--- src/rtl/axi4s_to_vid_out_if.sv ---
// rtl/axi4s_to_vid_out_if.sv - AXI4-Stream video beat bundle (tdata/tvalid/tready/tuser/tlast)
//   master: drives tdata, tvalid, tuser (start of frame), tlast (end of line); samples tready
//   slave : samples tdata, tvalid, tuser, tlast; drives tready
interface axi4s_to_vid_out_if #(
  parameter int DATA_WIDTH = 16
) ();
  logic [DATA_WIDTH-1:0] tdata;
  logic                  tvalid;
  logic                  tready;
  logic                  tuser;
  logic                  tlast;

  modport master (output tdata, output tvalid, output tuser, output tlast, input tready);
  modport slave  (input tdata, input tvalid, input tuser, input tlast, output tready);
endinterface

--- src/rtl/axi4s_to_vid_out.sv ---
// rtl/axi4s_to_vid_out.sv - AXI4-Stream video to parallel video with raster timing, FIFO and frame lock
//   aclk, rst (async, active high), aclken (global clock enable)
//   s_axis_video    : slave stream, tuser = start of frame, tlast = end of line
//   vid_data/vid_de/vid_hblank/vid_vblank/vid_hsync/vid_vsync : registered raster outputs
//   locked          : lock FSM is in RUN
//   underflow/sof_error/eol_error : one-cycle error pulses
module axi4s_to_vid_out #(
  parameter int DATA_WIDTH     = 16,
  parameter int H_ACTIVE       = 640,
  parameter int H_FP           = 16,
  parameter int H_SYNC         = 96,
  parameter int H_BP           = 48,
  parameter int V_ACTIVE       = 480,
  parameter int V_FP           = 10,
  parameter int V_SYNC         = 2,
  parameter int V_BP           = 33,
  parameter int FIFO_ADDR_BITS = 5
) (
  input  logic                  aclk,
  input  logic                  rst,
  input  logic                  aclken,
  axi4s_to_vid_out_if.slave     s_axis_video,
  output logic [DATA_WIDTH-1:0] vid_data,
  output logic                  vid_de,
  output logic                  vid_hblank,
  output logic                  vid_vblank,
  output logic                  vid_hsync,
  output logic                  vid_vsync,
  output logic                  locked,
  output logic                  underflow,
  output logic                  sof_error,
  output logic                  eol_error
);
  localparam int H_TOTAL = H_ACTIVE + H_FP + H_SYNC + H_BP;
  localparam int V_TOTAL = V_ACTIVE + V_FP + V_SYNC + V_BP;
  localparam int HW      = $clog2(H_TOTAL);
  localparam int VW      = $clog2(V_TOTAL);
  localparam int AW      = FIFO_ADDR_BITS;
  localparam int DEPTH   = 1 << AW;

  localparam logic [HW-1:0] H_LAST = HW'(H_TOTAL - 1);
  localparam logic [HW-1:0] H_ACT  = HW'(H_ACTIVE);
  localparam logic [HW-1:0] H_EOL  = HW'(H_ACTIVE - 1);
  localparam logic [HW-1:0] H_SS   = HW'(H_ACTIVE + H_FP);
  localparam logic [HW-1:0] H_SE   = HW'(H_ACTIVE + H_FP + H_SYNC);
  localparam logic [VW-1:0] V_LAST = VW'(V_TOTAL - 1);
  localparam logic [VW-1:0] V_ACT  = VW'(V_ACTIVE);
  localparam logic [VW-1:0] V_SS   = VW'(V_ACTIVE + V_FP);
  localparam logic [VW-1:0] V_SE   = VW'(V_ACTIVE + V_FP + V_SYNC);

  typedef enum logic [1:0] {ST_SYNC = 2'd0, ST_WAIT = 2'd1, ST_RUN = 2'd2} state_t;

  state_t state_q, state_d;

  // Raster counters
  logic [HW-1:0] hcnt_q, hcnt_d;
  logic [VW-1:0] vcnt_q, vcnt_d;
  logic          h_wrap, frame_end, active, at_origin, at_eol;

  always_comb begin
    h_wrap    = (hcnt_q == H_LAST);
    frame_end = h_wrap && (vcnt_q == V_LAST);
    hcnt_d    = h_wrap ? '0 : hcnt_q + 1'b1;
    vcnt_d    = vcnt_q;
    if (h_wrap) vcnt_d = (vcnt_q == V_LAST) ? '0 : vcnt_q + 1'b1;
    active    = (hcnt_q < H_ACT) && (vcnt_q < V_ACT);
    at_origin = (hcnt_q == '0) && (vcnt_q == '0);
    at_eol    = (hcnt_q == H_EOL);
  end

  always_ff @(posedge aclk or posedge rst) begin
    if (rst) begin
      hcnt_q <= '0;
      vcnt_q <= '0;
    end else if (aclken) begin
      hcnt_q <= hcnt_d;
      vcnt_q <= vcnt_d;
    end
  end

  // FWFT FIFO: word = {tuser, tlast, tdata}; pointers carry a wrap bit
  logic [DATA_WIDTH+1:0] mem [DEPTH];
  logic [AW:0]           wr_ptr_q, rd_ptr_q;
  logic                  empty, full, accept, wr_en, pop;
  logic [AW-1:0]         wr_addr;
  logic [DATA_WIDTH+1:0] head;

  assign empty  = (wr_ptr_q == rd_ptr_q);
  assign full   = (wr_ptr_q[AW] != rd_ptr_q[AW]) && (wr_ptr_q[AW-1:0] == rd_ptr_q[AW-1:0]);
  assign head   = mem[rd_ptr_q[AW-1:0]];
  assign s_axis_video.tready = aclken && !rst && ((state_q == ST_SYNC) || !full);
  assign accept = s_axis_video.tvalid && s_axis_video.tready;
  // SYNC flushes every cycle, so a SOF beat accepted there lands in slot 0
  assign wr_en   = accept && ((state_q != ST_SYNC) || s_axis_video.tuser);
  assign wr_addr = (state_q == ST_SYNC) ? '0 : wr_ptr_q[AW-1:0];

  always_ff @(posedge aclk) begin
    if (wr_en) mem[wr_addr] <= {s_axis_video.tuser, s_axis_video.tlast, s_axis_video.tdata};
  end

  always_ff @(posedge aclk or posedge rst) begin
    if (rst) begin
      wr_ptr_q <= '0;
      rd_ptr_q <= '0;
    end else if (aclken) begin
      if (state_q == ST_SYNC) begin
        rd_ptr_q <= '0;
        wr_ptr_q <= wr_en ? (AW+1)'(1) : '0;
      end else begin
        if (wr_en) wr_ptr_q <= wr_ptr_q + 1'b1;
        if (pop)   rd_ptr_q <= rd_ptr_q + 1'b1;
      end
    end
  end

  // Lock FSM: state register
  always_ff @(posedge aclk or posedge rst) begin
    if (rst)         state_q <= ST_SYNC;
    else if (aclken) state_q <= state_d;
  end

  logic sof_missing, sof_early;
  assign sof_missing = at_origin && !head[DATA_WIDTH+1];
  assign sof_early   = !at_origin && head[DATA_WIDTH+1];

  // Lock FSM: next state
  always_comb begin
    state_d = state_q;
    case (state_q)
      ST_SYNC: if (accept && s_axis_video.tuser) state_d = ST_WAIT;
      ST_WAIT: if (frame_end && !empty) state_d = ST_RUN;
      ST_RUN: begin
        if (active) begin
          if (empty || sof_missing) state_d = ST_SYNC;
          else if (sof_early)       state_d = ST_WAIT;
        end
      end
      default: state_d = ST_SYNC;
    endcase
  end

  // Lock FSM: outputs (pop and next values of the registered outputs)
  logic                  uf_d, sof_d, eol_d;
  logic [DATA_WIDTH-1:0] pix_d;
  always_comb begin
    pop   = 1'b0;
    uf_d  = 1'b0;
    sof_d = 1'b0;
    eol_d = 1'b0;
    pix_d = '0;
    if (state_q == ST_RUN && active) begin
      if (empty)                        uf_d  = 1'b1;
      else if (sof_missing || sof_early) sof_d = 1'b1;
      else begin
        pop   = 1'b1;
        pix_d = head[DATA_WIDTH-1:0];
        eol_d = (head[DATA_WIDTH] != at_eol);
      end
    end
  end

  always_ff @(posedge aclk or posedge rst) begin
    if (rst) begin
      vid_data   <= '0;
      vid_de     <= 1'b0;
      vid_hblank <= 1'b0;
      vid_vblank <= 1'b0;
      vid_hsync  <= 1'b0;
      vid_vsync  <= 1'b0;
      locked     <= 1'b0;
      underflow  <= 1'b0;
      sof_error  <= 1'b0;
      eol_error  <= 1'b0;
    end else if (aclken) begin
      vid_data   <= pix_d;
      vid_de     <= active;
      vid_hblank <= (hcnt_q >= H_ACT);
      vid_vblank <= (vcnt_q >= V_ACT);
      vid_hsync  <= (hcnt_q >= H_SS) && (hcnt_q < H_SE);
      vid_vsync  <= (vcnt_q >= V_SS) && (vcnt_q < V_SE);
      locked     <= (state_d == ST_RUN);
      underflow  <= uf_d;
      sof_error  <= sof_d;
      eol_error  <= eol_d;
    end
  end
endmodule

--- src/flat_wrapper.sv ---
// flat-port wrapper written by rule: the top's interface ports become plain ports
module axi4s_to_vid_out_flat 
#(
  parameter int DATA_WIDTH     = 16,
  parameter int H_ACTIVE       = 640,
  parameter int H_FP           = 16,
  parameter int H_SYNC         = 96,
  parameter int H_BP           = 48,
  parameter int V_ACTIVE       = 480,
  parameter int V_FP           = 10,
  parameter int V_SYNC         = 2,
  parameter int V_BP           = 33,
  parameter int FIFO_ADDR_BITS = 5
)
  (aclk, rst, aclken, vid_data, vid_de, vid_hblank, vid_vblank, vid_hsync, vid_vsync, locked, underflow, sof_error, eol_error, s_axis_video_tdata, s_axis_video_tvalid, s_axis_video_tuser, s_axis_video_tlast, s_axis_video_tready);
  axi4s_to_vid_out_if #(.DATA_WIDTH(DATA_WIDTH)) s_axis_video_i ();
  input  logic aclk;
  input  logic rst;
  input  logic aclken;
  output logic [DATA_WIDTH-1:0] vid_data;
  output logic vid_de;
  output logic vid_hblank;
  output logic vid_vblank;
  output logic vid_hsync;
  output logic vid_vsync;
  output logic locked;
  output logic underflow;
  output logic sof_error;
  output logic eol_error;
  input wire logic [$bits(s_axis_video_i.tdata)-1:0] s_axis_video_tdata;
  input wire logic [$bits(s_axis_video_i.tvalid)-1:0] s_axis_video_tvalid;
  input wire logic [$bits(s_axis_video_i.tuser)-1:0] s_axis_video_tuser;
  input wire logic [$bits(s_axis_video_i.tlast)-1:0] s_axis_video_tlast;
  output wire logic [$bits(s_axis_video_i.tready)-1:0] s_axis_video_tready;
  assign s_axis_video_i.tdata = s_axis_video_tdata;
  assign s_axis_video_i.tvalid = s_axis_video_tvalid;
  assign s_axis_video_i.tuser = s_axis_video_tuser;
  assign s_axis_video_i.tlast = s_axis_video_tlast;
  assign s_axis_video_tready = s_axis_video_i.tready;
  axi4s_to_vid_out #(.DATA_WIDTH(DATA_WIDTH), .H_ACTIVE(H_ACTIVE), .H_FP(H_FP), .H_SYNC(H_SYNC), .H_BP(H_BP), .V_ACTIVE(V_ACTIVE), .V_FP(V_FP), .V_SYNC(V_SYNC), .V_BP(V_BP), .FIFO_ADDR_BITS(FIFO_ADDR_BITS)) u_core (.aclk(aclk), .rst(rst), .aclken(aclken), .s_axis_video(s_axis_video_i), .vid_data(vid_data), .vid_de(vid_de), .vid_hblank(vid_hblank), .vid_vblank(vid_vblank), .vid_hsync(vid_hsync), .vid_vsync(vid_vsync), .locked(locked), .underflow(underflow), .sof_error(sof_error), .eol_error(eol_error));
endmodule
--- config.mk ---
export PLATFORM = sky130hd
export DESIGN_NAME = axi4s_to_vid_out_flat
export DESIGN_NICKNAME = d
export VERILOG_FILES = /design/src/rtl/axi4s_to_vid_out_if.sv /design/src/rtl/axi4s_to_vid_out.sv /design/src/flat_wrapper.sv
export SDC_FILE = /design/constraint.sdc
export NUM_CORES = 1
export LEC_CHECK = 0
export BUFFER_PORTS_ARGS = -buffer_cell sky130_fd_sc_hd__buf_2
export CORE_AREA = 3 3 293 295
export DETAILED_ROUTE_END_ITERATION = 16
export DIE_AREA = 0 0 296 298
export PLACE_DENSITY = 0.46
export SKIP_CTS_REPAIR_TIMING = 1
export SLEW_MARGIN = 20
export SYNTH_ARGS = -nofsm -noshare
export SYNTH_HDL_FRONTEND = slang
export SYNTH_SLANG_ARGS = --single-unit
--- constraint.sdc ---
create_clock -name aclk -period 3 [get_ports aclk]
set_clock_uncertainty 0.05 [all_clocks]
set_input_delay 0.15 -clock aclk [delete_from_list [all_inputs] [get_ports aclk]]
set_output_delay 0.15 -clock aclk [all_outputs]
set_load 0.02 [all_outputs]
==> results.txt <==
----------------------------------------------------
[Critical path]
  Type of element launching the critical path ... flip-flop
  Count of buffering cells on the critical path with inverters included ... 4
  Cell-by-cell listing of the critical path ... buf_6 > buf_4 > xor2_1 > nor3_2 > a311oi_1 > buf_4 > nand2_1 > nor2_2 > buf_12
  Arrival time worst endpoint ... 3.39 ns
  Crit Path Max Fanout ... 10
  Most used cell, CP ... buf_4
  Worst Reg-to-Reg Cells ... 9
  Critical path class ... flip-flop to flip-flop
  Internal reg-to-reg setup slack ... -0.13 ns
  Largest delay share family, worst path ... simple AND/OR/NAND/NOR gates
  Critical path data required time ... 3.27 ns
  Number of gates on the worst path with buffers counted ... 9
  CP Capture Type ... flip-flop
  Crit path largest cell delay ... 0.80 ns
  Critical-path cell with the highest stage delay ... nor2_2

[GRT]
  Via count of the first global-routing pass ... 12700
  Congestion Overflow GR ... 0
  Global-route wire length before repair ... 89.5 mm
  Largest net degree at the start of global routing ... 57
  Number of antenna violations at the first check in global routing ... 0
  GRT Overall Usage ... 0.140

[Power]
  Proportion of power drawn by the clock network ... 0.443
  Overall Power ... 18200 uW
  Largest voltage drop on the vdd net ... 386 uV
  Leakage power ... 0.00950 uW
  Share of power burned in combinational logic ... 0.020
  Internal power component ... 14400 uW
  Switching share of power ... 0.209
  Share of power burned in registers ... 0.537
  NetSw ... 3800 uW
  P per Cell Area ... 610 nW/um^2

[Timing]
  Actual slew at the worst max-slew pin ... 1.00 ns
  Worst slew slack as a fraction of its limit ... 0.330
  Share of the clock period used by the worst path after layout ... 1.04
  Setup repair after global routing missed its margin ... yes
  Final count of pins violating max slew ... 0
  Number of endpoints with negative hold slack in the final report ... 0
  Maximum clock rate ... 0.320 GHz
  Final worst slack ... -0.125 ns
  Worst hold slack ... 0.0140 ns
  Final-report setup violation count ... 56
  Post-layout minimum cycle time ... 3.13 ns

[Finish]
  Post-layout net count ... 1354
  Cell area after layout ... 29800 sq um
  Area added between synthesis and finish ... 19.1%
  Final core utilization ... 0.357
  Count of inserted antenna diode cells ... 0
  Proportion of layout cells with a drive suffix above 1 ... 0.341
  Fill cells ... 7703

[Run status]
  Violated checks ... negative setup slack
  Outcome ... finished, violations left

[Yosys]
  Sequential fraction of the synthesis area ... 0.752
  Count of different cell masters after synthesis ... 51
  Most used flip-flop cell after synthesis ... edfxtp_1
  Async S/R FF share, synth ... 0.0929
  Count of mapped cells out of synthesis ... 1179
  Yosys warnings ... 0
  Number of synthesized flops with an enable pin ... 576
  Average cell area after synthesis ... 21.2 sq um
  Mapped Nets ... 1209
  Count of state elements after synthesis ... 635
  Mapped Area ... 25000 sq um

[Clock network]
  CTS tree ... done
  Number of clock sinks ... 635
  Clock slew seen by the registers of the worst setup and hold paths ... 0.06 ns
  Largest buffer count on any clock path ... 3
  Clock latency at the later pin of the worst-skew pair ... 0.61 ns
  Number of H-tree levels ... 3
  Cell chosen for the clock root ... clkbuf_16
  Number of CTS-inserted buffers ... 69

[Placed design]
  Input/output buffers ... 47
  Post-DP Area ... 27300 sq um
  Post-detailed-placement half-perimeter wirelength ... 35.8 mm
  Final GP Congestion ... 0.770

[Routing]
  Initial DRT Pass Iterations ... 5
  Routed length per placed instance ... 25.1 microns
  Antenna-violating nets left ... 0
  Remaining design rule violation count ... 0
  Via count of the routed design ... 12200
  Iter 0 DRT Violations ... 872
  Overall routed net length ... 61.7 mm
  Number of vias per cell after detailed routing ... 4.95

[Hold path]
  Class of the most critical hold timing path ... input pin to flip-flop
  Worst Hold Path Cells ... 1

[Floorplanning]
  Effective utilization at floorplan ... 0.299
  Horiz. Die Dim ... 296 microns
  Number of rows created at floorplan ... 106
  Number of primary I/O pins ... 48
  Core Box Area ... 83400 sq um
  Die span in y ... 298 microns
  Area enclosed by the die boundary ... 88200 sq um

[Run]
  Maxcap violations ... 0

----------------------------------------------------
## layout make-up
class,instances,area (sq um),area share
inverter,16,60.1,0.00202
clock buffer,85,1800,0.0604
tap,1080,1350,0.0454
sequential,635,18800,0.631
timing repair buffer,137,1300,0.0438
multi-input combinational,465,6130,0.206
clock inverter,38,325,0.0109
## per-layer routing
layer,GRT usage,wire [microns],up-vias
met5,0,0,-
met1,0.191,27200,6547
met4,0.0402,1470,0
met3,0.0312,3060,88
li1,-,-,5222
met2,0.225,30000,293
## cell usage in the layout, fill, tap and decap left out, types with 7 or more instances in the layout
cell,netlist,layout
buf_4,9,55
mux4_2,178,178
buf_2,15,47
o2bb2ai_4,0,8
nand4_1,15,15
o21ai_0,22,20
and3_1,9,9
nand3_1,21,20
a21oi_1,12,11
xnor2_1,8,8
nand2_1,34,32
nor2_2,0,32
clkbuf_1,23,15
dfrtp_1,59,55
nor2_1,49,17
clkinv_1,1,17
xor2_1,10,10
buf_12,0,28
clkbuf_16,0,70
edfxtp_1,576,576
ha_1,8,7
mux2i_1,21,21
inv_1,15,14
clkinv_2,0,12
## per-stage QoR
step	setup TNS, ns	cells	setup slack, ns
6_report	-4.05	2456	-0.125
3_5_place_dp	-4.45	2328	-0.181
5_1_grt	-10.00	2456	-0.206
2_1_floorplan	0	1179	0.00869
3_3_place_gp	-3.02	2328	-0.168
4_1_cts	-6.67	2451	-0.202
## path summary, 6_finish.rpt
check | start | endpoint
setup reg to reg | u_core.rd_ptr_q[0] | u_core.mem[21][13]
max in group asynchronous | rst | u_core.rd_ptr_q[0]
setup / recovery | u_core.rd_ptr_q[0] | u_core.mem[21][13]
hold reg to reg | u_core.vid_hsync | u_core.vid_hsync
hold / removal | s_axis_video_tdata[7] | u_core.mem[12][7]
min in group asynchronous | rst | u_core.underflow
## sequential cells by signal, indices dropped and copies added (netlist names), 2 cells and up
signal,flops
u_core.hcnt_q,10
u_core.mem,576
u_core.rd_ptr_q,6
u_core.state_q,2
u_core.vcnt_q,10
u_core.vid_data,16
u_core.wr_ptr_q,6
## cells in the mapped netlist (all sizes together), types with 2 or more instances
cell type	count	area share
or4	5	0.0015
mux2i	21	0.0084
mux4	178	0.16
a311oi	6	0.0021
xnor2	8	0.0028
a211o	2	0.00070
nand2	34	0.0051
nand4b	2	0.00070
o21ai	22	0.0044
o2bb2ai	18	0.0063
nor2	49	0.0074
xor2	10	0.0035
or3	5	0.0013
a21oi	12	0.0024
and3	9	0.0023
nor2b	5	0.0013
and2	4	0.0010
a31oi	2	0.00050
inv	15	0.0023
ha	8	0.0040
nor3	4	0.0010
nor4	3	0.00075
clkbuf	23	0.0035
dfrtp	59	0.059
a41oi	3	0.0011
o31ai	2	0.00060
buf	40	0.0093
or2	2	0.00050
nand4	15	0.0038
nand3	21	0.0042
edfxtp	576	0.69
## cell families after synthesis
logic type | after synthesis | synth area share
AO/OA/AOI/OAI | 76 | 0.0212
flip-flops | 635 | 0.752
AND/OR/NAND/NOR | 163 | 0.0323
adder cells (fa/ha/maj) | 8 | 0.00401
XOR/XNOR | 18 | 0.00631
multiplexers | 200 | 0.169
buffers and inverters | 79 | 0.0152
## power by group through the flow
stage / sequential, uW / combinational [uW] / clock, uW
6_report: 9740 / 364 / 8050
5_1_grt: 9740 / 410 / 8650
3_5_place_dp: 9920 / 364 / 0
3_3_place_gp: 9920 / 353 / 0
4_1_cts: 9740 / 366 / 8290
2_1_floorplan: 9900 / 167 / 0
Power figures use the tool's default switching activity.
